[src/rtl/muldiv_fu_pkg.sv]
// Shared types and op-decode helpers for the iterative RV32M multiply/divide unit.
package muldiv_fu_pkg;

    typedef enum logic [2:0] {
        OpMul    = 3'd0,
        OpMulh   = 3'd1,
        OpMulhsu = 3'd2,
        OpMulhu  = 3'd3,
        OpDiv    = 3'd4,
        OpDivu   = 3'd5,
        OpRem    = 3'd6,
        OpRemu   = 3'd7
    } muldiv_op_t;

    typedef enum logic [1:0] {
        StIdle,
        StBusy,
        StDone
    } muldiv_state_t;

    function automatic logic op_is_div(muldiv_op_t op);
        return op inside {OpDiv, OpDivu, OpRem, OpRemu};
    endfunction

    function automatic logic rs1_signed(muldiv_op_t op);
        return op inside {OpMul, OpMulh, OpMulhsu, OpDiv, OpRem};
    endfunction

    function automatic logic rs2_signed(muldiv_op_t op);
        return op inside {OpMul, OpMulh, OpDiv, OpRem};
    endfunction

endpackage

[src/rtl/muldiv_fu_step.sv]
// One iteration of the unit: MSB-first shift-add multiply or restoring-divide step.
module muldiv_fu_step
    import muldiv_fu_pkg::*;
#(
    parameter int unsigned XLEN = 32
) (
    input  logic              is_div_i,
    input  logic              mbit_i,
    input  logic [2*XLEN-1:0] acc_i,
    input  logic [XLEN-1:0]   rem_i,
    input  logic [XLEN-1:0]   opnd_i,
    output logic [2*XLEN-1:0] acc_o,
    output logic [XLEN-1:0]   rem_o
);

    logic [XLEN:0] part_rem;
    logic [XLEN:0] diff;
    logic          q_bit;

    always_comb begin
        // acc low half holds the dividend being shifted out and the quotient being shifted in
        part_rem = {rem_i, acc_i[XLEN-1]};
        diff     = part_rem - {1'b0, opnd_i};
        q_bit    = ~diff[XLEN];
        if (is_div_i) begin
            acc_o = {{XLEN{1'b0}}, acc_i[XLEN-2:0], q_bit};
            rem_o = q_bit ? diff[XLEN-1:0] : part_rem[XLEN-1:0];
        end else begin
            acc_o = {acc_i[2*XLEN-2:0], 1'b0} + (mbit_i ? {{XLEN{1'b0}}, opnd_i} : '0);
            rem_o = rem_i;
        end
    end

endmodule

[src/rtl/muldiv_fu.sv]
// Iterative RV32M multiply/divide unit: one bit per cycle, result pulsed once on the CDB mul_* fields.
// Define MULDIV_FASTPATH_EN to retire div-by-zero, signed overflow and zero-operand multiplies from IDLE.
module muldiv_fu
    import muldiv_fu_pkg::*;
#(
    parameter int unsigned XLEN          = 32,
    parameter int unsigned ROB_IDX_WIDTH = 5
) (
    input  logic                     clk,
    input  logic                     rst,
    input  logic                     flush_i,
    input  logic                     in_valid_i,
    input  logic [2:0]               in_op_i,
    input  logic [XLEN-1:0]          in_rs1_i,
    input  logic [XLEN-1:0]          in_rs2_i,
    input  logic [4:0]               in_rd_addr_i,
    input  logic [ROB_IDX_WIDTH-1:0] in_rob_idx_i,
    output logic                     ready_o,
    output logic                     out_valid_o,
    output logic [XLEN-1:0]          out_data_o,
    output logic [4:0]               out_rd_addr_o,
    output logic [ROB_IDX_WIDTH-1:0] out_rob_idx_o
);

    localparam int unsigned CntW = $clog2(XLEN);

    muldiv_state_t            state_q, state_d;
    muldiv_op_t               op_q, op_d, in_op;
    logic [CntW-1:0]          cnt_q, cnt_d;
    logic [2*XLEN-1:0]        acc_q, acc_d, step_acc;
    logic [XLEN-1:0]          rem_q, rem_d, step_rem;
    logic [XLEN-1:0]          opa_q, opa_d, opb_q, opb_d;
    logic                     neg_q, neg_d;
    logic [XLEN-1:0]          res_q, res_d;
    logic [4:0]               rd_q, rd_d;
    logic [ROB_IDX_WIDTH-1:0] rob_q, rob_d;

    logic                     in_div, busy_div, sign_a, sign_b, b_zero;
    logic [XLEN-1:0]          abs_a, abs_b, final_res;
    logic [2*XLEN-1:0]        raw, fixed;

    always_comb begin
        in_op  = muldiv_op_t'(in_op_i);
        in_div = op_is_div(in_op);
        sign_a = rs1_signed(in_op) & in_rs1_i[XLEN-1];
        sign_b = rs2_signed(in_op) & in_rs2_i[XLEN-1];
        abs_a  = sign_a ? -in_rs1_i : in_rs1_i;
        abs_b  = sign_b ? -in_rs2_i : in_rs2_i;
        b_zero = (in_rs2_i == '0);
    end

`ifdef MULDIV_FASTPATH_EN
    logic            fast_hit, fast_ovf;
    logic [XLEN-1:0] fast_res;

    always_comb begin
        fast_ovf = (in_op inside {OpDiv, OpRem}) && (in_rs1_i == {1'b1, {(XLEN-1){1'b0}}})
                   && (&in_rs2_i);
        fast_hit = 1'b0;
        fast_res = '0;
        if (in_div && b_zero) begin
            fast_hit = 1'b1;
            fast_res = (in_op inside {OpDiv, OpDivu}) ? '1 : in_rs1_i;
        end else if (fast_ovf) begin
            fast_hit = 1'b1;
            fast_res = (in_op == OpDiv) ? in_rs1_i : '0;
        end else if (!in_div && (in_rs1_i == '0 || b_zero)) begin
            fast_hit = 1'b1;
        end
    end
`endif

    assign busy_div = op_is_div(op_q);

    muldiv_fu_step #(
        .XLEN(XLEN)
    ) u_step (
        .is_div_i (busy_div),
        .mbit_i   (opb_q[XLEN-1]),
        .acc_i    (acc_q),
        .rem_i    (rem_q),
        .opnd_i   (opa_q),
        .acc_o    (step_acc),
        .rem_o    (step_rem)
    );

    // Sign fix is applied to a widened magnitude so one negation serves every op.
    always_comb begin
        if (!busy_div) begin
            raw = step_acc;
        end else if (op_q inside {OpDiv, OpDivu}) begin
            raw = {{XLEN{1'b0}}, step_acc[XLEN-1:0]};
        end else begin
            raw = {{XLEN{1'b0}}, step_rem};
        end
        fixed     = neg_q ? -raw : raw;
        final_res = (op_q inside {OpMulh, OpMulhsu, OpMulhu}) ? fixed[2*XLEN-1:XLEN]
                                                              : fixed[XLEN-1:0];
    end

    always_comb begin
        state_d = state_q;
        op_d    = op_q;
        cnt_d   = cnt_q;
        acc_d   = acc_q;
        rem_d   = rem_q;
        opa_d   = opa_q;
        opb_d   = opb_q;
        neg_d   = neg_q;
        res_d   = res_q;
        rd_d    = rd_q;
        rob_d   = rob_q;
        unique case (state_q)
            StIdle: begin
                if (in_valid_i) begin
                    op_d  = in_op;
                    rd_d  = in_rd_addr_i;
                    rob_d = in_rob_idx_i;
                    cnt_d = '0;
                    rem_d = '0;
                    // Divide by zero keeps an all-ones quotient, so never negate it.
                    if (!in_div) begin
                        neg_d = sign_a ^ sign_b;
                    end else if (in_op inside {OpRem, OpRemu}) begin
                        neg_d = sign_a;
                    end else begin
                        neg_d = (sign_a ^ sign_b) & ~b_zero;
                    end
                    if (in_div) begin
                        acc_d = {{XLEN{1'b0}}, abs_a};
                        opa_d = abs_b;
                        opb_d = '0;
                    end else begin
                        acc_d = '0;
                        opa_d = abs_a;
                        opb_d = abs_b;
                    end
                    state_d = StBusy;
`ifdef MULDIV_FASTPATH_EN
                    if (fast_hit) begin
                        res_d   = fast_res;
                        state_d = StDone;
                    end
`endif
                end
            end
            StBusy: begin
                acc_d = step_acc;
                rem_d = step_rem;
                opb_d = opb_q << 1;
                cnt_d = cnt_q + CntW'(1);
                if (cnt_q == CntW'(XLEN - 1)) begin
                    res_d   = final_res;
                    state_d = StDone;
                end
            end
            StDone:  state_d = StIdle;
            default: state_d = StIdle;
        endcase
        if (flush_i) begin
            state_d = StIdle;
            cnt_d   = '0;
            res_d   = '0;
            rd_d    = '0;
            rob_d   = '0;
        end
    end

    always_ff @(posedge clk) begin
        if (rst) begin
            state_q <= StIdle;
            op_q    <= OpMul;
            cnt_q   <= '0;
            acc_q   <= '0;
            rem_q   <= '0;
            opa_q   <= '0;
            opb_q   <= '0;
            neg_q   <= 1'b0;
            res_q   <= '0;
            rd_q    <= '0;
            rob_q   <= '0;
        end else begin
            state_q <= state_d;
            op_q    <= op_d;
            cnt_q   <= cnt_d;
            acc_q   <= acc_d;
            rem_q   <= rem_d;
            opa_q   <= opa_d;
            opb_q   <= opb_d;
            neg_q   <= neg_d;
            res_q   <= res_d;
            rd_q    <= rd_d;
            rob_q   <= rob_d;
        end
    end

    // Fields are forced to zero outside the result pulse so the CDB can OR-merge them.
    assign ready_o       = (state_q == StIdle);
    assign out_valid_o   = (state_q == StDone);
    assign out_data_o    = out_valid_o ? res_q : '0;
    assign out_rd_addr_o = out_valid_o ? rd_q : '0;
    assign out_rob_idx_o = out_valid_o ? rob_q : '0;

endmodule

[config.mk]
export PLATFORM = sky130hd
export DESIGN_NAME = muldiv_fu
export DESIGN_NICKNAME = d
export VERILOG_FILES = /design/src/rtl/muldiv_fu_pkg.sv /design/src/rtl/muldiv_fu_step.sv /design/src/rtl/muldiv_fu.sv
export SDC_FILE = /design/constraint.sdc
export NUM_CORES = 1
export LEC_CHECK = 0
export CELL_PAD_IN_SITES_DETAIL_PLACEMENT = 0
export CELL_PAD_IN_SITES_GLOBAL_PLACEMENT = 1
export CORE_MARGIN = 3
export CORE_UTILIZATION = 45
export DETAILED_ROUTE_END_ITERATION = 8
export GPL_ROUTABILITY_DRIVEN = 0
export PLACE_DENSITY = 0.83
export SETUP_SLACK_MARGIN = 0.1
export SLEW_MARGIN = 20
export SYNTH_ARGS = -nofsm -noshare
export SYNTH_HDL_FRONTEND = slang
export SYNTH_HIERARCHICAL = 1
export SYNTH_SLANG_ARGS = --single-unit
[constraint.sdc]
create_clock -name clk -period 5.7 [get_ports clk]
set_clock_uncertainty 0.15 [all_clocks]
set_input_delay 1.71 -clock clk [delete_from_list [all_inputs] [get_ports clk]]
set_output_delay 1.71 -clock clk [all_outputs]
set_load 0.005 [all_outputs]
==> results.txt <==
Summing all non-filler instances in the final layout gives an area of 22100 µm². For this run, the total global-route usage over all layers was measured as 30.3%. The endpoint type of the worst setup path is a flop. Per report_power, the clock group accounts for 40.8% of the total.

Entering global routing, the biggest net connects 139 pins. The mapped netlist covers 18900 µm². TritonCTS built the clock tree.

Clock latency on the worst-skew pair, taken at its later pin, is 0.58 ns. Initial standard-cell utilization of the core: 45.9%. The routed length per instance works out to 21.3 µm. For this design, the slowest cell found on the critical path is sky130_fd_sc_hd__dfxtp_1. The logs give 1 for the number of antenna violations at the first check in global routing and 2894 for the final-stage net count. The tools report the cell chosen for the clock root as sky130_fd_sc_hd__clkbuf_16. The worst-case IR drop observed on VDD is 0.000217 V.

Input and output buffers added on the ports amount to 124. Tracing the worst setup path back leads to its startpoint at opa_q[18]. No sink is reached through more buffers than the 3 on the longest clock path.

The run finished with clean final reports. The floorplan has 74 rows. The area enclosed by the die boundary came out at 44400 µm².

The logs give 1853 for the starting DRC count in detailed routing and 6.06 ns for the critical path required time. The max-slew violation total from the final report came out at 0. For the total of warnings raised by yosys, the log shows 6. For the detailed-route via count, the log shows 20700. The remaining routing DRC violations is 0, and the transition time at the pin with the least slew margin is 1.06 ns.

For the remaining global-route overflow, the log shows 0. In this run the remaining antenna-violating nets after routing total 0. The static leakage was 8.17 nW. The worst min-delay path class is reg2reg. The endpoint of the worst setup timing path is res_q[24]. In this run the worst path has a maximum fanout of 11.

In the routed layout, each cell is associated on average with a via count of 6.27. The first detailed-routing pass took 8 iterations. The worst register-to-register path begins at opa_q[18]. The post-route netlist has 10.3% of its cells at a drive strength greater than 1. Setup repair after global routing could not meet its margin everywhere. After detailed placement, the total cell area comes to 20900 µm².

Setup violations remaining at the end of the flow were counted as 0. Clock-pin slew was measured on the worst setup and hold paths at 0.07 ns. Of the total power, combinational logic draws 26.4%. Traced cell by cell, the critical path runs through inv_1 -> ha_1 -> and2_4 -> a221o_1 -> a211oi_2 -> o31ai_4 -> a211oi_4 -> nor2_4 -> xnor2_4 -> mux2i_1 -> mux2_2 -> nand3_1 -> a21boi_1 -> ha_2 -> nor3b_1 -> a22o_2 -> nand4_1 -> buf_4 -> o21ai_0 -> xnor2_1 -> a22oi_1 -> a31oi_1. In this run switching power makes up 32.8% of total power. The critical path in this run is classified as reg2reg.

Max-capacitance violation count: 0. The ratio of final minimum period to clock period was 95.2%; the final standard cell utilization of the core was 53.8%. For the number of hold violations in the final report, the log shows 0.

Derived from the worst setup path, the maximum achievable clock frequency is 0.184 GHz. The startpoint kind of the worst setup timing path is a flop. STA puts the critical path data arrival time at 5.79 ns. For the core region area, the log shows 41100 µm². The run gives 2799 as the post-synth net total. The endpoint identified for the worst register-to-register timing path is res_q[24]. Of the total power, registers draw 32.8%. The first global-routing pass estimated 109000 µm of wire. The via count of the first global-routing pass was 19500.

The setup check on the worst reg-to-reg path leaves a slack of 0.27 ns. For this block, the routed nets add up to 70200 µm of wire. The depth of the worst register-to-register path was 22; the number of top-level design ports was 125. The clock buffer count from CTS is 28, and the post-synthesis to final-layout area growth is 17.4%.

The die width works out to 211 µm. Dividing total power by cell area gives a power density of 218 nW/µm². The instance count of the mapped netlist was 2648. The die is 211 µm tall. Cell internal power was estimated by the tool at 3.25 mW.

The total inserted antenna cells came out at 0. The longest individual stage delay on the worst path works out to 0.40 ns. The average footprint of a synthesized cell works out to 7.12 µm².

The analysis attributes to net switching a power of 1.58 mW. The worst pin sits at a relative slew slack of 28.4%. The shortest period the worst path allows was 5.43 ns; the estimated wirelength of the detail-placed design was 52500 µm. Buffers inserted to repair hold after CTS numbered 0. The total number of H-tree levels is 1, and the CTS sink count is 212. Along the worst hold path, the cell count comes to 2.
## cell type report
| type | instances | area [µm²] |
|---|---|---|
| Clock buffer | 38 | 820 |
| Clock inverter | 13 | 195 |
| Fill cell | 4049 | 19000 |
| Inverter | 84 | 315 |
| Multi-Input combinational cell | 2167 | 13700 |
| Sequential cell | 212 | 4250 |
| Tap cell | 532 | 666 |
| Timing Repair Buffer | 250 | 2220 |
## power by group through the flow
stage | logic (mW) | registers, mW | clock network, mW
final | 1.27 | 1.59 | 1.97
after global routing | 1.37 | 1.59 | 2.06
after CTS | 1.23 | 1.58 | 2.00
after detailed placement | 1.21 | 1.62 | 0
after global placement | 1.20 | 1.61 | 0
after floorplan | 0.827 | 1.59 | 0
## layer usage
| layer | GRT usage [%] | wire length (µm) |
|---|---|---|
| met1 | 40.7 | 29900 |
| met4 | 12.7 | 3160 |
| met2 | 48.9 | 31500 |
| met3 | 4.38 | 5620 |
| met5 | 0 | 13 |
## metrics by stage
stage          TNS (ns)  std cells  hold slack, ns  power, mW  setup slack (ns)
2_1_floorplan         0       2648           0.272       2.42             0.473
3_3_place_gp          0       3233           0.288       2.82            0.0522
5_1_grt               0       3296           0.311       5.02            0.0776
6_report              0       3296           0.300       4.83             0.271
3_5_place_dp     -0.113       3233           0.292       2.83           -0.0472
4_1_cts               0       3287           0.299       4.81            0.0514
## cells in the final DEF, fill, tap and decap left out, types with 24 or more instances in the layout
cell type,instances
sky130_fd_sc_hd__xnor2_1,85
sky130_fd_sc_hd__o21ai_0,147
sky130_fd_sc_hd__nor2_1,204
sky130_fd_sc_hd__nand3_1,129
sky130_fd_sc_hd__o211ai_1,24
sky130_fd_sc_hd__clkdlybuf4s50_1,122
sky130_fd_sc_hd__a31oi_1,71
sky130_fd_sc_hd__dfxtp_1,209
sky130_fd_sc_hd__buf_4,122
sky130_fd_sc_hd__nand2_1,395
sky130_fd_sc_hd__a21oi_1,244
sky130_fd_sc_hd__o31ai_1,32
sky130_fd_sc_hd__ha_1,67
sky130_fd_sc_hd__xor2_1,57
sky130_fd_sc_hd__and2_1,91
sky130_fd_sc_hd__a21o_1,32
sky130_fd_sc_hd__nor3_1,49
sky130_fd_sc_hd__clkbuf_16,29
sky130_fd_sc_hd__mux2i_1,63
sky130_fd_sc_hd__inv_1,83
## timing repair
item	in CTS	in global routing
pin swaps	2	9
setup buffers	3	9
endpoints found under the setup margin	16	30
gates cloned	0	0
gates resized for setup	5	26
## worst max-delay path, delay by kind of cell, from the launching register on
family                   cells  cell delay (ns)
multiplexers                 2             0.41
AND/OR/NAND/NOR              5             0.74
adder cells (fa/ha/maj)      2             0.62
AO/OA/AOI/OAI                9             2.31
flip-flops                   1             0.40
XOR/XNOR                     2             0.42
buffers and inverters        2             0.30
## flip-flops by register name, summed over array words and instances (netlist names)
signal   count
acc_q       63
opa_q       32
opb_q       32
rem_q       32
res_q       32
cnt_q        5
rd_q         5
rob_q        5
op_q         3
state_q      2
neg_q        1
## how the worst min path moves through the flow
stage | startpoint | endpoint | slack [ns]
2_1_floorplan | res_q[2] | res_q[2] | 0.27
3_3_place_gp | rob_q[1] | rob_q[1] | 0.29
3_5_place_dp | rd_q[0] | rd_q[0] | 0.29
4_1_cts | rd_q[0] | rd_q[0] | 0.30
5_1_grt | rd_q[0] | rd_q[0] | 0.31
6_report | rd_q[0] | rd_q[0] | 0.30
(Power assumes the default switching activity.)
